[src/rtl/cflog_reader_pkg.sv]
// Shared types for the control-flow log reader: capacity default, FSM states
// and the header word that precedes every drain.
package cflog_reader_pkg;

    localparam int unsigned WORD_W = 16;
    localparam logic [WORD_W-1:0] LOG_SIZE_DEFAULT = 16'h0100;

    typedef enum logic [2:0] {
        IDLE,
        HDR,
        RD,
        CAP,
        SEND,
        DONE
    } state_t;

    // Header word: number of log entries that follow in this drain.
    typedef struct packed {
        logic [WORD_W-1:0] count;
    } hdr_word_t;

    function automatic hdr_word_t make_hdr(input logic [WORD_W-1:0] cnt);
        hdr_word_t h;
        h.count = cnt;
        return h;
    endfunction

endpackage

[src/rtl/cflog_reader.sv]
// Drains the control-flow log: emits a count header, then each entry read
// from log memory, then asks the writer to clear its pointer.
module cflog_reader
    import cflog_reader_pkg::*;
#(
    parameter logic [WORD_W-1:0] LOG_SIZE = LOG_SIZE_DEFAULT,
    parameter logic [WORD_W-1:0] LOG_BASE = 16'h0000
) (
    input  logic              clk,
    input  logic              puc_n,
    input  logic              flush,
    input  logic [WORD_W-1:0] cflow_log_ptr,
    output logic              mem_rd_en,
    output logic [WORD_W-1:0] mem_addr,
    input  logic [WORD_W-1:0] mem_rd_data,
    output logic              tx_valid,
    output logic [WORD_W-1:0] tx_data,
    output logic              tx_last,
    input  logic              tx_ready,
    output logic              busy,
    output logic              log_clr
);

    state_t            state_q, state_d;
    logic [WORD_W-1:0] cnt_q, cnt_d;
    logic [WORD_W-1:0] idx_q, idx_d;
    logic [WORD_W-1:0] data_d;
    logic [WORD_W-1:0] addr_d;
    logic              last_d;
    logic              valid_d;
    logic              rd_en_d;
    logic              busy_d;
    logic              clr_d;
    logic [WORD_W-1:0] clamp;

    assign clamp = (cflow_log_ptr > LOG_SIZE) ? LOG_SIZE : cflow_log_ptr;

    // Next state plus next values of every registered output.
    always_comb begin
        state_d = state_q;
        cnt_d   = cnt_q;
        idx_d   = idx_q;
        data_d  = tx_data;
        last_d  = 1'b0;
        case (state_q)
            IDLE: begin
                if (flush) begin
                    cnt_d   = clamp;
                    idx_d   = '0;
                    data_d  = make_hdr(clamp);
                    last_d  = (clamp == '0);
                    state_d = HDR;
                end
            end
            HDR: begin
                if (tx_ready) begin
                    state_d = (cnt_q == '0) ? DONE : RD;
                end else begin
                    last_d = tx_last;
                end
            end
            RD: begin
                state_d = CAP;
            end
            CAP: begin
                data_d  = mem_rd_data;
                last_d  = (idx_q == WORD_W'(cnt_q - WORD_W'(1)));
                state_d = SEND;
            end
            SEND: begin
                if (tx_ready) begin
                    idx_d   = WORD_W'(idx_q + WORD_W'(1));
                    state_d = tx_last ? DONE : RD;
                end else begin
                    last_d = tx_last;
                end
            end
            DONE: begin
                state_d = IDLE;
            end
            default: begin
                state_d = IDLE;
            end
        endcase
        valid_d = (state_d == HDR) || (state_d == SEND);
        rd_en_d = (state_d == RD);
        busy_d  = (state_d != IDLE);
        clr_d   = (state_d == DONE);
        addr_d  = WORD_W'(LOG_BASE + idx_d);
    end

    always_ff @(posedge clk or negedge puc_n) begin
        if (!puc_n) begin
            state_q   <= IDLE;
            cnt_q     <= '0;
            idx_q     <= '0;
            tx_data   <= '0;
            tx_last   <= 1'b0;
            tx_valid  <= 1'b0;
            mem_rd_en <= 1'b0;
            mem_addr  <= '0;
            busy      <= 1'b0;
            log_clr   <= 1'b0;
        end else begin
            state_q   <= state_d;
            cnt_q     <= cnt_d;
            idx_q     <= idx_d;
            tx_data   <= data_d;
            tx_last   <= last_d;
            tx_valid  <= valid_d;
            mem_rd_en <= rd_en_d;
            mem_addr  <= addr_d;
            busy      <= busy_d;
            log_clr   <= clr_d;
        end
    end

endmodule

[config.mk]
export PLATFORM = sky130hd
export DESIGN_NAME = cflog_reader
export DESIGN_NICKNAME = d
export VERILOG_FILES = /design/src/rtl/cflog_reader_pkg.sv /design/src/rtl/cflog_reader.sv
export SDC_FILE = /design/constraint.sdc
export NUM_CORES = 1
export LEC_CHECK = 0
export ABC_AREA = 1
export CAP_MARGIN = 20
export CORE_MARGIN = 2
export CORE_UTILIZATION = 40
export DETAILED_ROUTE_END_ITERATION = 6
export PLACE_DENSITY_LB_ADDON = 0.08
export SYNTH_ARGS = -nofsm -noshare
export SYNTH_HDL_FRONTEND = slang
export SYNTH_SLANG_ARGS = --single-unit
export TNS_END_PERCENT = 20
[constraint.sdc]
create_clock -name clk -period 2.2 [get_ports clk]
set_input_delay 0.44 -clock clk [delete_from_list [all_inputs] [get_ports clk]]
set_output_delay 0.44 -clock clk [all_outputs]
set_load 0.02 [all_outputs]
==> Yosys cells after proc, flatten, opt, wreduce, memory -nomap -nowiden <==
Index checks and enable logic that the tools add are counted.
{ "totals": {"in_bits": 36, "regBits": 56, "word_cells": 50, "output_inout_bits": 37} }
{ "op_classes": {"add_sub_neg": 2, "muxes": 15, "order_cmp": 1, "reduce_logical": 11, "n_eq_ne": 12} }
{ "op_table": {"columns": ["operator", "count"], "rows": [
  ["two-way mux 16 bit", 4],
  ["one-hot mux 16 bit (2 select lines)", 2],
  ["zero test 16 bit", 2],
  ["adder 16 x 1 -> 16 bit, second input constant", 1],
  ["equality test 16 bit", 1],
  ["> comparator 16 x 9 -> 1 bit, second input constant", 1],
  ["subtractor 16 x 1 -> 16 bit, second input constant", 1],
  ["two-way mux 3 bit", 5],
  ["one-hot mux 3 bit (5 select lines)", 1],
  ["equality test 3 x 2 -> 1 bit, second input constant", 3],
  ["equality test 3 bit, second input constant", 3],
  ["equality test 3 x 1 -> 1 bit, second input constant", 2],
  ["inequality test 2 bit, second input constant", 2],
  ["AND reduction 2 bit", 2],
  ["nonzero test 2 bit", 2],
  ["zero test 3 bit", 1],
  ["one-hot mux 1 bit (3 select lines)", 1],
  ["AND reduction 3 bit", 1],
  ["nonzero test 3 bit", 1],
  ["two-way mux 1 bit", 2],
  ["inequality test 2 x 1 -> 1 bit, second input constant", 1],
  ["OR reduction 2 bit", 1],
  ["logical OR 1 bit", 1]
]} }

==> Longest topological paths before layout <==
{ "logic_depth": {"depth_word": 6, "depth_mapped": 13, "depth_no_buf": 13} }

==> Worst setup path before layout <==
Ideal clock, no wire load.
{ "synth_path": {"kind": "register -> register", "start": "reg cnt_q[0]", "end": "reg tx_valid", "t_required_ns": 2.084, "n_path_buf": 0, "period_less_slack_ns": 1.555, "path_slack_ns": 0.645, "arrival_time_ns": 1.438, "setup_time_ns": 0.116, "path_stages_with_launch": 12, "cell_sequence": "dfrtp_1 -> inv_1 -> ha_1 -> nand3_1 -> nor2_1 -> nand4_1 -> nand2_1 -> nand2_1 -> nand4_2 -> nor2_1 -> nand2_1 -> nand2_1"} }
{ "synth_between": {"elab_chain_cells": 6, "word_cells_on_any_way": 7, "cone_classes": "eq/ne: 2; mux: 3; reduce/logical: 2"} }
{ "synth_lines": {"columns": ["item", "line", "source"], "rows": [
  ["start: declaration", "cflog_reader.sv:25", "logic [WORD_W-1:0] cnt_q, cnt_d;"],
  ["start signal: assignment", "cflog_reader.sv:106", "cnt_q <= cnt_d;"],
  ["zero test 16 bit *", "cflog_reader.sv:57", "state_d = (cnt_q == '0) ? DONE : RD;"],
  ["two-way mux 3 bit *", "cflog_reader.sv:57", null],
  ["two-way mux 3 bit *", "cflog_reader.sv:56", "if (tx_ready) begin"],
  ["one-hot mux 3 bit (5 select lines) *", "cflog_reader.sv:45", "case (state_q)"],
  ["named net state_d[0]", "cflog_reader.sv:24", "state_t state_q, state_d;"],
  ["equality test 3 x 1 -> 1 bit / equality test 3 bit (equally long branches)", "cflog_reader.sv:85", "valid_d = (state_d == HDR) || (state_d == SEND);"],
  ["logical OR 1 bit *", "cflog_reader.sv:85", null],
  ["named net valid_d", "cflog_reader.sv:30", "logic valid_d;"],
  ["end signal: assignment", "cflog_reader.sv:110", "tx_valid <= valid_d;"],
  ["end: declaration", "cflog_reader.sv:16", "output logic tx_valid,"]
]} }
Mark *: on every way through the listed nets, which the timed path passes. The rest lies on a longest branch.
A chain may end at the register's enable or synchronous reset.

==> results.sh <==
export IMPL_status="finished, final reports clean"
export IMPL_cts_sinks=56
export IMPL_drive_above_1_share_pct=7.769
export IMPL_firstDrtPassIters=4
export IMPL_async_flop_share_pct=100.0
export IMPL_port_buffers=72
export IMPL_antenna_found_initial=0
export IMPL_die_h_um=93.19
export IMPL_fin_cells=604
export IMPL_dp_slack_ps=146.7
export IMPL_place_gp_congestion=0.8682
export IMPL_drc=0
export IMPL_wl_per_cell_um=13.90
export IMPL_rsz0062_at_grt="false"
export IMPL_antenna_left=0
export IMPL_synthesis_nets=462
export IMPL_synth_top_area_cell="dfrtp_1"
export IMPL_tritoncts="built"
export IMPL_synth_ff_type="dfrtp_1"
export IMPL_fin_worst_skew_ps=6.799
export IMPL_setup_viol=0
export IMPL_grt_usage_pct=20.88
export IMPL_die_area_sq_um=8684
export IMPL_area_delta_synth_final_pct=30.52
export IMPL_insertion_delay_ps=310
export IMPL_cp_buffers_inverters=1
export IMPL_powerDensity_nw_per_um2=854.2
export IMPL_grt_max_degree=29
export IMPL_finalNetCount=539
export IMPL_hold_viol=0
export IMPL_vias=3000
export IMPL_tns_ps=0
export IMPL_slowest_stage="clkdlybuf4s50_1"
export IMPL_h_tree_depth=2
export IMPL_root_buffer="clkbuf_8"
export IMPL_io_pins=73
export IMPL_finish_utilization_pct=53.74
export IMPL_worstPathArrival_ps=1510
export IMPL_path_class="reg2out"
export IMPL_layout_common_cells="nand2_1, clkdlybuf4s50_1, dfrtp_1"
export IMPL_synth_top_family_by_area="simple AND/OR/NAND/NOR gates"
export IMPL_synthTopCellsByArea="dfrtp_1, nand2_1, nand3_1, nor2_1, inv_1"
export IMPL_drt_wl_total_um=8395
export IMPL_cts_hold_buf=0
export IMPL_cts_setup_buffers=0
export IMPL_synth_top_area_share_pct=44.04
export IMPL_cts_buffers=5
export IMPL_path_clk_slew_ps=100
export IMPL_synth_warnings=0
export IMPL_max_slew_worst_pin_slew_ps=506.7
export IMPL_period_share_pct=88.72
export IMPL_synth_seq_cells=56
export IMPL_start_util_pct=41.18
export IMPL_syn_area_per_cell_sq_um=7.504
export IMPL_core_sq_um=7727
export IMPL_worst_slack_ps=248.1
export IMPL_crit_path_end_kind="primary output"
export IMPL_slew_headroom_pct=66.22
export IMPL_grt_pass1_vias=3001
export IMPL_cts_resized=0
export IMPL_synth_compound_area_share_pct=6.488
export IMPL_ys_seq_area_share_pct=44.04
export IMPL_max_cap_viol_count=0
export IMPL_overflow=0
export IMPL_power_w=0.003547
export IMPL_crit_path_max_fanout=5
export IMPL_critPathMaxStageDelay_ps=680
export IMPL_syn_inst=424
export IMPL_p_leak_nw=1.981
export IMPL_die_x_um=93.19
export IMPL_crit_family="buffers and inverters"
export IMPL_synth_edf_count=0
export IMPL_start_kind="flip-flop"
export IMPL_worstPathRequired_ps=1760
export IMPL_synthAdderAreaFrac_pct=0.7865
export IMPL_rows=32
export IMPL_dpl_cell_count=596
export IMPL_slew_viol_final=0
export IMPL_fin_crit_ps=1952
export IMPL_final_common_cell="nand2_1"
export IMPL_max_clock_path_buffers=2
export IMPL_routed_via_density=4.967
export IMPL_diodes=0
export IMPL_grt_pass1_wl_um=14410
export IMPL_muxShareOfSynthArea_pct=0.3146
export IMPL_syn_cell_area_sq_um=3182
export IMPL_max_freq_ghz=0.5123
export IMPL_ys_types=33
export IMPL_initialDrtViolationCount=161
export IMPL_yosys_area_share_simple_pct=36.18
export IMPL_dp_final_hpwl_um=6496
export IMPL_ir_drop_uv=474.9
export IMPL_hold_class="in2async"
export IMPL_path_cells="clkdlybuf4s50_1"
export IMPL_synth_xor_area_share_pct=4.955
-- cells by family after synthesis --
family,count (synthesis)
mux,1
xor+xnor,18
compound gates,38
flops,56
buf+inv,59
simple gates,250
fa+ha+maj,2
-- worst register-to-register path, delay by kind of cell (launching register included) --
kind,cells,cell delay [ps]
adder cells (fa/ha/maj),1,270
buffers and inverters,1,110
AND/OR/NAND/NOR,10,1050
flip-flops,1,400
-- routing by layer --
| metal | wire length (um) | part of all wire, % | global-route usage, % | vias up |
|---|---|---|---|---|
| met1 | 3970 | 47 | 28.08 | 1399 |
| met4 | 99 | 1.2 | 5.392 | 0 |
| met5 | 0 | 0 | 0 | - |
| li1 | - | - | - | 1522 |
| met3 | 379 | 4.5 | 3.223 | 9 |
| met2 | 3946 | 47 | 35.27 | 70 |
-- flip-flops by register name (all words and copies together), names as in the netlist --
name / flops
tx_valid: 1
idx_q: 16
log_clr: 1
tx_last: 1
tx_data: 16
cnt_q: 16
mem_rd_en: 1
state_q: 3
busy: 1
-- area by class of cell --
cell class                      count  area, sq um
Fill cell                         750         3575
Multi-Input combinational cell    309         1550
Sequential cell                    56         1401
Timing Repair Buffer               78        760.7
Inverter                           51        191.4
Tap cell                          102        127.6
Clock buffer                        6        82.58
Clock inverter                      2        38.79
-- stage by stage --
| step | area (sq um) | hold slack, ps |
|---|---|---|
| finish | 4153 | 76.13 |
| global placement | 4031 | 437.8 |
| global route | 4153 | 113.2 |
| detailed placement | 4031 | 446.0 |
| CTS | 4153 | 95.56 |
| floorplan | 3182 | 144.4 |
-- final timing paths --
path                              from          end  slack (ps)  depth (start not counted)
min in group clk           tx_data[15]  tx_data[15]         520                          2
hold reg to reg            tx_data[15]  tx_data[15]         520                          2
max in group asynchronous        puc_n     idx_q[2]        1460                          2
hold / removal                   puc_n  tx_data[11]          80                          1
setup reg to reg              cnt_q[0]      tx_last         320                         12
setup / recovery              idx_q[2]  mem_addr[2]         250                          1
-- cells in the mapped netlist, types with 2 or more instances --
cell,count
nor2_4,4
nand4_1,6
nor2_2,4
ha_1,2
o211ai_1,2
nand3b_1,5
a21oi_1,13
nand2_1,104
clkbuf_1,2
dfrtp_1,56
nand2_2,4
o21ai_0,19
nand3_1,54
nor2_1,51
xor2_1,9
inv_2,6
buf_2,4
o21a_1,2
nor3_1,11
xnor2_1,9
inv_1,45
-- power breakdown --
| part | leakage, nW | total, W | switching, W | internal (W) |
|---|---|---|---|---|
| Clock | 0.0614 | 0.000729 | 0.000356 | 0.000373 |
| Sequential | 0.759 | 0.00131 | 0.000115 | 0.00119 |
| Combinational | 1.16 | 0.00151 | 0.000912 | 0.000600 |
| Total | 1.98 | 0.00355 | 0.00138 | 0.00216 |
Power figures use the tool's default switching activity.
